$ cat config.mk
export PLATFORM = sky130hd
export DESIGN_NAME = fetch_pc_unit
export DESIGN_NICKNAME = d
export VERILOG_FILES = /design/src/rtl/cpu_pkg.sv /design/src/rtl/fetch_skid_buf.sv /design/src/rtl/fetch_pc_unit.sv
export SDC_FILE = /design/constraint.sdc
export NUM_CORES = 1
export LEC_CHECK = 0
export CAP_MARGIN = 20
export CORE_MARGIN = 2
export CORE_UTILIZATION = 50
export CTS_CLUSTER_DIAMETER = 200
export DETAILED_ROUTE_END_ITERATION = 12
export DONT_BUFFER_PORTS = 1
export PLACE_DENSITY = 0.72
export SETUP_SLACK_MARGIN = 0.1
export SKIP_LAST_GASP = 1
export SYNTH_ARGS = -nofsm -noshare
export SYNTH_HDL_FRONTEND = slang
export SYNTH_SLANG_ARGS = --single-unit
$ cat constraint.sdc
create_clock -name clk -period 6.4 [get_ports clk]
set_clock_uncertainty 0.2 [all_clocks]
set_input_delay 1.28 -clock clk [delete_from_list [all_inputs] [get_ports clk]]
set_output_delay 1.28 -clock clk [all_outputs]
set_load 0.01 [all_outputs]
$ cat src/rtl/cpu_pkg.sv
// Shared types and defaults for the fetch stage.
//   fetch_state_t : fetch FSM encoding
//   PC_W/INSTR_W  : default address / instruction widths
//   RESET_PC      : PC loaded on reset
//   PC_INC        : sequential increment (byte-addressed 16-bit instructions)
package cpu_pkg;

  localparam int PC_W    = 16;
  localparam int INSTR_W = 16;

  localparam logic [PC_W-1:0] RESET_PC = 16'h0000;
  localparam logic [PC_W-1:0] PC_INC   = 16'd2;

  typedef enum logic [2:0] {
    IDLE  = 3'd0,
    FETCH = 3'd1,
    WAIT  = 3'd2,
    HOLD  = 3'd3,
    HALT  = 3'd4
  } fetch_state_t;

endpackage

$ cat src/rtl/fetch_skid_buf.sv
// One-entry {instr, pc} skid buffer. Catches returned fetch data when the
// IF/ID register is occupied and stalled.
//   clk, rst_n         : clock, asynchronous active-low reset
//   load_i             : capture instr_i/pc_i, mark full
//   unload_i, flush_i  : mark empty (unload = consumed, flush = discarded)
//   instr_i, pc_i      : payload to capture
//   full_o             : entry holds valid data
//   instr_o, pc_o      : stored payload
module fetch_skid_buf #(
  parameter int PC_W    = cpu_pkg::PC_W,
  parameter int INSTR_W = cpu_pkg::INSTR_W
) (
  input  logic               clk,
  input  logic               rst_n,
  input  logic               load_i,
  input  logic               unload_i,
  input  logic               flush_i,
  input  logic [INSTR_W-1:0] instr_i,
  input  logic [PC_W-1:0]    pc_i,
  output logic               full_o,
  output logic [INSTR_W-1:0] instr_o,
  output logic [PC_W-1:0]    pc_o
);

  logic               full_q, full_d;
  logic [INSTR_W-1:0] instr_q;
  logic [PC_W-1:0]    pc_q;

  always_comb begin
    full_d = full_q;
    if (unload_i || flush_i) full_d = 1'b0;
    if (load_i)              full_d = 1'b1;
  end

  always_ff @(posedge clk or negedge rst_n) begin
    if (!rst_n) full_q <= 1'b0;
    else        full_q <= full_d;
  end

  // Payload is only meaningful while full_q is set, so it needs no reset.
  always_ff @(posedge clk) begin
    if (load_i) begin
      instr_q <= instr_i;
      pc_q    <= pc_i;
    end
  end

  assign full_o  = full_q;
  assign instr_o = instr_q;
  assign pc_o    = pc_q;

endmodule

$ cat src/rtl/fetch_pc_unit.sv
// Fetch stage: owns the architectural PC, issues single-outstanding 16-bit
// fetches, applies branch redirects and presents {instr, pc, pc+PC_INC} to
// IF/ID with valid/stall handshaking.
//   clk, rst_n                    : clock, asynchronous active-low reset
//   redirect_valid, redirect_pc   : resolved branch/jump target (1-cycle pulse)
//   stall                         : IF/ID not accepting
//   halt                          : stop fetching (level)
//   imem_req/addr/gnt/rvalid/rdata: instruction memory port
//   if_valid/instr/pc/pc_next     : registered IF/ID payload
//   halted                        : fetch stopped, sticky until reset
module fetch_pc_unit #(
  parameter int              PC_W     = cpu_pkg::PC_W,
  parameter int              INSTR_W  = cpu_pkg::INSTR_W,
  parameter logic [PC_W-1:0] RESET_PC = cpu_pkg::RESET_PC,
  parameter logic [PC_W-1:0] PC_INC   = cpu_pkg::PC_INC
) (
  input  logic               clk,
  input  logic               rst_n,
  input  logic               redirect_valid,
  input  logic [PC_W-1:0]    redirect_pc,
  input  logic               stall,
  input  logic               halt,
  output logic               imem_req,
  output logic [PC_W-1:0]    imem_addr,
  input  logic               imem_gnt,
  input  logic               imem_rvalid,
  input  logic [INSTR_W-1:0] imem_rdata,
  output logic               if_valid,
  output logic [INSTR_W-1:0] if_instr,
  output logic [PC_W-1:0]    if_pc,
  output logic [PC_W-1:0]    if_pc_next,
  output logic               halted
);
  import cpu_pkg::*;

  fetch_state_t       state_q, state_d;
  logic [PC_W-1:0]    pc_q, pc_d;
  logic               drop_q, drop_d;
  logic               if_valid_q, if_valid_d;
  logic [INSTR_W-1:0] if_instr_q, if_instr_d;
  logic [PC_W-1:0]    if_pc_q, if_pc_d;
  logic [PC_W-1:0]    if_pc_next_q, if_pc_next_d;

  logic               skid_load, skid_unload, skid_flush, skid_full;
  logic [INSTR_W-1:0] skid_instr;
  logic [PC_W-1:0]    skid_pc;

  logic               gnt_ok, slot_free, redir;
  logic [PC_W-1:0]    redir_pc, ret_pc;

  assign imem_req  = (state_q == FETCH) && !halt;
  assign imem_addr = pc_q;
  assign gnt_ok    = imem_req && imem_gnt;
  assign slot_free = !if_valid_q || !stall;
  assign redir     = redirect_valid && (state_q inside {FETCH, WAIT, HOLD});
  assign redir_pc  = {redirect_pc[PC_W-1:1], 1'b0};
  // pc was advanced at grant, so returned data belongs to the previous address.
  // Redirects never reach this path: they either drop or discard the data.
  assign ret_pc    = pc_q - PC_INC;

  always_comb begin
    state_d      = state_q;
    pc_d         = pc_q;
    drop_d       = drop_q;
    if_valid_d   = if_valid_q;
    if_instr_d   = if_instr_q;
    if_pc_d      = if_pc_q;
    if_pc_next_d = if_pc_next_q;
    skid_load    = 1'b0;
    skid_unload  = 1'b0;
    skid_flush   = 1'b0;

    // Payload consumed this cycle and nothing new arrives: slot empties.
    if (!stall) if_valid_d = 1'b0;

    if (redir) begin
      pc_d       = redir_pc;
      if_valid_d = 1'b0;
      case (state_q)
        FETCH: begin
          // A fetch granted alongside the redirect is for the stale pc.
          if (gnt_ok) begin
            drop_d  = 1'b1;
            state_d = WAIT;
          end else if (halt) begin
            state_d = HALT;
          end
        end
        WAIT: begin
          if (imem_rvalid) begin
            drop_d  = 1'b0;
            state_d = halt ? HALT : FETCH;
          end else begin
            drop_d  = 1'b1;
          end
        end
        HOLD: begin
          skid_flush = 1'b1;
          state_d    = halt ? HALT : FETCH;
        end
        default: ;
      endcase
    end else begin
      case (state_q)
        IDLE: state_d = FETCH;
        FETCH: begin
          if (gnt_ok) begin
            pc_d    = pc_q + PC_INC;
            state_d = WAIT;
          end else if (halt) begin
            state_d = HALT;
          end
        end
        WAIT: begin
          if (imem_rvalid) begin
            state_d = halt ? HALT : FETCH;
            if (drop_q) begin
              drop_d = 1'b0;
            end else if (slot_free) begin
              if_valid_d   = 1'b1;
              if_instr_d   = imem_rdata;
              if_pc_d      = ret_pc;
              if_pc_next_d = ret_pc + PC_INC;
            end else begin
              skid_load = 1'b1;
              state_d   = HOLD;
            end
          end
        end
        HOLD: begin
          if (!stall && skid_full) begin
            skid_unload  = 1'b1;
            if_valid_d   = 1'b1;
            if_instr_d   = skid_instr;
            if_pc_d      = skid_pc;
            if_pc_next_d = skid_pc + PC_INC;
            state_d      = halt ? HALT : FETCH;
          end
        end
        HALT: ;
        default: state_d = IDLE;
      endcase
    end
  end

  always_ff @(posedge clk or negedge rst_n) begin
    if (!rst_n) begin
      state_q      <= IDLE;
      pc_q         <= RESET_PC;
      drop_q       <= 1'b0;
      if_valid_q   <= 1'b0;
      if_instr_q   <= '0;
      if_pc_q      <= '0;
      if_pc_next_q <= RESET_PC + PC_INC;
    end else begin
      state_q      <= state_d;
      pc_q         <= pc_d;
      drop_q       <= drop_d;
      if_valid_q   <= if_valid_d;
      if_instr_q   <= if_instr_d;
      if_pc_q      <= if_pc_d;
      if_pc_next_q <= if_pc_next_d;
    end
  end

  fetch_skid_buf #(
    .PC_W    (PC_W),
    .INSTR_W (INSTR_W)
  ) u_skid (
    .clk      (clk),
    .rst_n    (rst_n),
    .load_i   (skid_load),
    .unload_i (skid_unload),
    .flush_i  (skid_flush),
    .instr_i  (imem_rdata),
    .pc_i     (ret_pc),
    .full_o   (skid_full),
    .instr_o  (skid_instr),
    .pc_o     (skid_pc)
  );

  assign if_valid   = if_valid_q;
  assign if_instr   = if_instr_q;
  assign if_pc      = if_pc_q;
  assign if_pc_next = if_pc_next_q;
  assign halted     = (state_q == HALT);

endmodule

## Yosys cells after proc, flatten, opt, wreduce, memory -nomap -nowiden

Cells that the tools add are included.
Widths: inputs -> output; s select.

| word-level totals | value |
|---|---|
| register bits | 102 |
| input bits | 39 |
| output and inout bits | 67 |
| logic and storage cells | 103 |

| operators by class | value |
|---|---|
| $add $sub $neg | 4 |
| eq/ne operators | 12 |
| mux-type cells | 54 |
| bitwise gates (word level) | 1 |
| reductions and logical operators | 22 |

Operator list:

| operator | count |
|---|---|
| $mux 16 | 15 |
| $pmux 16 s2 | 3 |
| $add 16x2->16 const B | 3 |
| $mux 3 | 9 |
| $mux 1 | 23 |
| $sub 16x2->16 const B | 1 |
| $pmux 3 s5 | 1 |
| $reduce_bool 2->1 | 7 |
| $pmux 3 s3 | 1 |
| $reduce_and 4->1 | 2 |
| $eq 3x2->1 const B | 2 |
| $ne 2x2->1 const B | 3 |
| $reduce_and 6->1 | 1 |
| $logic_and 1x1->1 | 4 |
| $ne 2x1->1 const B | 2 |
| $ne 4x1->1 const B | 1 |
| $pmux 1 s2 | 2 |
| $eq 3x1->1 const B | 1 |
| $eq 3x3->1 const B | 1 |
| $logic_not 1->1 | 3 |
| $logic_not 3->1 | 1 |
| $ne 3x2->1 const B | 1 |
| $ne 3x3->1 const B | 1 |
| $reduce_bool 3->1 | 1 |
| 3 further kinds | 4 |

## Depth between registers and ports, before layout

Gate-level depths: netlist of the first run.

| depth | value |
|---|---|
| word-level depth | 8 |
| mapped depth | 12 |
| depth with buffers taken out | 10 |

## Hierarchy

From an unflattened synthesis of the first run, not the netlist that was laid out.

| unflattened totals | value |
|---|---|
| cells, all modules | 525 |
| area, all modules | 5084.9 µm² |

By module, submodules not included:

| module | instances | cells an instance | area each (µm²) | seq. area each (µm²) |
|---|---|---|---|---|
| fetch_pc_unit | 1 | 490 | 4087.7 | 1677.9 |
| fetch_skid_buf | 1 | 35 | 997.2 | 985.9 |

## Worst setup path before layout of the first run

No wires, ideal clock.

| timing path | value |
|---|---|
| path kind | input to register |
| from | input imem_rvalid |
| to | register u_skid.instr_q[0], in the netlist u_skid.instr_o[0] (enable) |
| setup time | 460 ps |
| data arrival time | 4045 ps |
| data required time | 5740 ps |
| slack | 1694 ps |
| cell stages on the path | 3 |
| buffers on the path | 0 |
| cells stage by stage | inv_1 or4_1 nor3_1 |

| on the way | value |
|---|---|
| cells in the longest elaborated chain, start to end | 3 |

Ends and longest elaborated chain:

| element | line | source |
|---|---|---|
| start: declaration | fetch_pc_unit.sv:26 | `input logic imem_rvalid,` |
| $mux 1 | fetch_pc_unit.sv:115 | `if (imem_rvalid) begin` |
| $mux 1 | fetch_pc_unit.sv:104 | `case (state_q)` |
| $mux 1 | fetch_pc_unit.sv:76 | `if (redir) begin` |
| via skid_load | fetch_pc_unit.sv:44 | `logic skid_load, skid_unload, skid_flush, skid_full;` |
| end signal: assignment | fetch_skid_buf.sv:43 | `instr_q <= instr_i;` |
| end: declaration | fetch_skid_buf.sv:26 | `logic [INSTR_W-1:0] instr_q;` |

The timed path passes the listed nets, and every way through them passes these cells.
A chain may end at the register's enable or synchronous reset.

## Worst setup path in the final report of the first run

| timing path | value |
|---|---|
| from | input halt |
| to | output imem_req |

| on the way | value |
|---|---|
| cells in the longest elaborated chain, start to end | 2 |

Ends and longest elaborated chain:

| element | line | source |
|---|---|---|
| start: declaration | fetch_pc_unit.sv:22 | `input logic halt,` |
| $logic_not 1->1 | fetch_pc_unit.sv:51 | `assign imem_req = (state_q == FETCH) && !halt;` |
| $logic_and 1x1->1 | fetch_pc_unit.sv:51 |  |
| end: declaration | fetch_pc_unit.sv:23 | `output logic imem_req,` |

Every way passes these cells.

==> results of run 1 <==
==> kinds of logic (layout without fill, tap and decap cells) <==
group,after synthesis,in the layout,synth area share
compound gates,95,95,0.1247
flops,98,98,0.5341
fa+ha+maj,3,3,0.007685
buf+inv,46,31,0.04150
xor+xnor,34,34,0.06096
mux,28,28,0.05917
other cells,1,3,0.0007677
simple gates,169,169,0.1711
==> stage by stage <==
step / setup WS, ns / area (um2)
3_3_place_gp: 2.884 / 4937
4_1_cts: 2.961 / 5131
3_5_place_dp: 2.777 / 4937
2_1_floorplan: 1.694 / 4892
6_report: 2.985 / 5131
5_1_grt: 2.882 / 5131
==> where the power goes <==
group,total (mW),leakage [nW],internal [mW],switching (mW)
Clock,0.399,0.0990,0.192,0.206
Combinational,0.739,0.764,0.308,0.431
Sequential,1.14,1.17,0.840,0.304
Total,2.28,2.03,1.34,0.941
==> sequential cells by signal (all words and copies together) (netlist names) <==
name / count
if_instr: 16
u_skid.instr_o: 16
if_pc: 15
if_pc_next: 15
imem_addr: 15
u_skid.pc_o: 15
state_q: 3
drop_q: 1
if_valid: 1
u_skid.full_o: 1
==> synth_stat cells (3+ instances only) <==
library cell	n	area (um2)
nand2_1	74	277.8
dfrtp_1	66	1652
o21ai_0	54	270.3
nor2_1	37	138.9
edfxtp_1	31	930.9
clkbuf_1	24	90.09
mux2i_1	21	210.2
xnor2_1	17	148.9
xor2_1	17	148.9
inv_1	11	41.29
a21oi_1	10	50.05
nand3_1	9	45.04
nor3_1	9	45.04
mux2_2	7	78.83
nand2b_1	6	37.54
nor4_1	4	25.02
o21ai_1	4	20.02
or4_1	4	30.03
a31oi_1	3	18.77
a31oi_4	3	63.81
buf_1	3	11.26
buf_2	3	15.01
buf_4	3	22.52
ha_1	3	37.54
or3_1	3	18.77
==> per-layer routing <==
layer | part of all wire | track usage | vias up
met5 | 0 | 0 | -
met4 | 0.013 | 0.06984 | 0
met3 | 0.087 | 0.04746 | 10
met2 | 0.44 | 0.2831 | 109
met1 | 0.46 | 0.2651 | 1494
li1 | - | - | 1609
==> cell type report <==
class | count | share of cell area
Clock buffer | 12 | 0.02829
Clock inverter | 4 | 0.009510
Inverter | 11 | 0.008047
Multi-Input combinational cell | 332 | 0.4075
Sequential cell | 98 | 0.5084
Tap cell | 133 | 0.03243
Timing Repair Buffer | 4 | 0.005852
==> worst paths after layout <==
kind                       cells after the start             end  slack [ns]          start
max in group asynchronous                      0   if_pc_next[1]        5.43          rst_n
hold reg to reg                                1   u_skid.full_o        0.32  u_skid.full_o
setup / recovery                               1        imem_req        2.99           halt
hold / removal                                 1   u_skid.full_o        0.32  u_skid.full_o
min in group asynchronous                      0     if_instr[9]        0.40          rst_n
setup reg to reg                               9  if_pc_next[12]        3.10   imem_addr[1]
==> reports/summary.txt, run 1 <==
Number of DRC markers in iteration 0: 107
Pwr Total: 2.281 mW
Multi-input gate area: 2091 um2
Antenna violations before repair: 0
Number of cell rows: 36
Worst slew margin: 0.3172
Finish-stage setup viols: 0
DPL Wire Length: 6736 um
Sequential Area: 2609 um2
DP Cell Count: 578
Warnings from Yosys: 0
Hold_ws: 0.3190 ns
Library cells used by synthesis: 60
Worst setup EP type: output pin
Max-slew violations: 0
RSZ-0062 raised after global routing: false
Starting Density: 0.5067
Final Cycle Share: 0.5335
Clk Latency, worst-skew pair: 0.36 ns
Commonest non-fill, non-tap cells in the layout: nand2_1 (73), dfrtp_1 (66), o21ai_0 (54), nor2_1 (36), edfxtp_1 (31)
Share of post-route cells with drive strength above 1: 0.09544
Grt total ovfl: 0
Critical Path Fanout Max: 3
Number of synthesized flops with an enable pin: 31
Ports: 106
Fmax: 292.9 MHz
Hold WC Path Type: reg2reg
Max Cap Viol: 0
Hold Vio Cnt, Final: 0
Avg Cell Area, Syn: 10.31 um2
Register area share after synthesis: 0.5341
Max Buffers Root-to-Sink: 2
Clock tree sinks: 98
Vias in the first global route: 3116
Layout Nets: 498
Filler cells: 908
CP delay by family, top: simple AND/OR/NAND/NOR gates
Cells along the critical path: nor4b_1
Main flop type after synthesis: dfrtp_1
# diodes: 0
Pwr dens: 444.6 nW/um2
Final Instance Count excl. Fillers: 594
Vias per inst: 5.424
Final wirelength: 9575 um
Startpoint class of the critical path: input pin
Utilization after layout: 0.5323
DRC Markers: 0
Max IR drop VDD: 0.2302 mV
Area of the mapped netlist: 4885 um2
Number of buffers created by CTS: 9
Commonest non-fill, non-tap cell in the layout: nand2_1
Critical Path RT: 4.92 ns
Setup TNS: 0 ns
CP Class: in2out
Die H: 102.8 um
Wire length per cell: 16.12 um
Final min period: 3.415 ns
Router iterations before antenna repair: 4
Area of the core: 9639 um2
Async SR Flop Fraction: 0.6837
Pin count of the biggest net entering global routing: 84
Cts hold-fix bufs: 0
Clk slew on worst S/H paths: 0.09 ns
Slowest CP cell: nor4b_1
Area Growth Syn to Fin: 5.046%
Status: complete, no violations
CTS H-Tree Depth: 3
Worst path arrival time: 1.93 ns
Cells after Synth: 474
All-Layer GR Usage: 0.1882
PortBufs: 0
WP buf/inv: 0
Vias: 3222
GP Congestion: 0.8488
DRT antenna net count: 0
Critical Path Max Stage Delay: 0.65 ns
Root buffer cell: clkbuf_8
TritonCTS clock tree: done
Yosys reg bits: 98
Die area: 10580 um2
# Post-CTS Setup Buffers: 0
Die Wd: 102.8 um
Worst-Margin Slew: 1.023 ns
PostCTS Resize Cnt: 0
Pleak: 2.034 nW
Global-route wire length before repair: 15510 um
No activity file was read; power rests on OpenSTA's default activity.
==> run 2, diff against run 1 <==
- clock period: 6.4 -> 3.19 ns (I/O delays scaled with it)
==> reports/summary.txt, run 2 (synthesis results as in run 1) <==
Share of post-route cells with drive strength above 1: 0.1203
Critical Path Max Stage Delay: 0.64 ns
Die area: 10580 um2
Pwr Total: 4.685 mW
Seq pwr share: 0.463
Reg-to-Reg Start: imem_addr[7]
Critical Path Fanout Max: 9
Vias: 3312
Pin count of the biggest net entering global routing: 84
Area Growth Syn to Fin: 7.505%
Finish-stage setup viols: 0
Number of buffers created by CTS: 9
Antenna violations before repair: 0
Most used cell, CP: or4_1
Clk slew on worst S/H paths: 0.10 ns
Clock tree sinks: 98
CP Launch Point: imem_addr[7]
Worst slew margin: 0.5289
Pleak: 2.100 nW
Root buffer cell: clkbuf_8
Router iterations before antenna repair: 4
Critical Path RT: 3.21 ns
Pwr dens: 892.1 nW/um2
Switching power: 1.924 mW
Layout Nets: 511
Number of cell rows: 36
Cells along the critical path: or4_1 > or4_1 > a31oi_2 > nand3b_2 > nor4_4 > xor2_1 > o21ai_1
Starting Density: 0.5067
Sw Ratio: 0.4107
DRC Markers: 0
All-Layer GR Usage: 0.1884
DP Area: 5026 um2
Commonest non-fill, non-tap cells in the layout: nand2_1 (73), dfrtp_1 (66), o21ai_0 (54), nor2_1 (36), edfxtp_1 (31)
Worst path arrival time: 2.94 ns
Slowest CP cell: or4_1
Die Wd: 102.8 um
DPL Wire Length: 6883 um
TritonCTS clock tree: done
Area of the core: 9639 um2
Worst-Margin Slew: 0.7067 ns
Fmax: 343.3 MHz
# diodes: 0
Final wirelength: 9647 um
Worst setup EP type: flip-flop
Number of DRC markers in iteration 0: 106
RSZ-0062 raised after global routing: false
PortBufs: 0
Max Buffers Root-to-Sink: 2
Hold Vio Cnt, Final: 0
Status: complete, no violations
Ports: 106
WP buf/inv: 0
Max-slew violations: 0
Vias in the first global route: 3174
CP delay by family, top: simple AND/OR/NAND/NOR gates
Hold WC Path Type: in2reg
Clk network pwr share: 0.167
Commonest non-fill, non-tap cell in the layout: nand2_1
Global-route wire length before repair: 15700 um
Startpoint class of the critical path: flip-flop
Int Power: 2.761 mW
Setup TNS: 0 ns
Comb pwr share: 0.370
Final Cycle Share: 0.9131
GP Congestion: 0.8047
CP Class: reg2reg
Max IR drop VDD: 0.4012 mV
Final Instance Area: 5251 um2
PostCTS Resize Cnt: 0
Vias per inst: 5.456
Startpoint of the worst hold path: imem_rdata[9]
CTS H-Tree Depth: 3
Max Cap Viol: 0
Clk Latency, worst-skew pair: 0.36 ns
Wire length per cell: 15.89 um
Final min period: 2.913 ns
Die H: 102.8 um
Grt total ovfl: 0
DRT antenna net count: 0
## run 2: power by group through the flow
stage / clock network (mW) / logic (mW) / registers (mW)
2_1_floorplan: 0 / 1.41 / 2.07
3_3_place_gp: 0 / 1.67 / 2.18
3_5_place_dp: 0 / 1.72 / 2.21
4_1_cts: 0.808 / 1.75 / 2.18
5_1_grt: 0.860 / 1.96 / 2.24
6_report: 0.783 / 1.73 / 2.17
## run 2: repair_timing
item	CTS	global route
setup endpoints to repair	0	0
setup buffers	0	0
endpoints found under the hold margin	67	0
hold buffers	2	0
## run 2: final cells by class
| class | instances | area, um2 |
|---|---|---|
| Tap cell | 133 | 166.4 |
| Inverter | 11 | 41.29 |
| Fill cell | 878 | 4388 |
| Clock inverter | 5 | 56.30 |
| Clock buffer | 11 | 131.4 |
| Sequential cell | 98 | 2609 |
| Timing Repair Buffer | 17 | 150.1 |
| Multi-Input combinational cell | 332 | 2097 |
## run 2: layer usage
metal  track usage  up-vias  share of wire
met2        0.3037      103           0.44
met4       0.04757        0         0.0094
met1        0.2470     1563           0.46
met5             0        -              0
li1              -     1634              -
met3       0.06373       12          0.089
## run 2: metrics by stage
stage	instances	setup WS [ns]	hold slack, ns	util
after floorplan	476	0.1615	0.1424	-
after global placement	589	0.3195	0.1438	0.5214
after detailed placement	589	0.2853	0.1438	0.5214
after CTS	607	0.2771	0.1501	0.5448
after global routing	607	0.1152	0.1364	0.5448
final	607	0.2772	0.1612	0.5448
## run 2: final timing paths
check                                    endpoint  slack, ns  depth (start not counted)
worst max register to register     if_pc_next[15]       0.28                          7
max in group asynchronous           if_pc_next[1]       1.85                          2
min in group asynchronous             if_instr[9]       0.60                          2
worst min-delay path            u_skid.instr_o[9]       0.16                          0
worst max-delay path               if_pc_next[15]       0.28                          7
worst min register to register      u_skid.full_o       0.33                          1
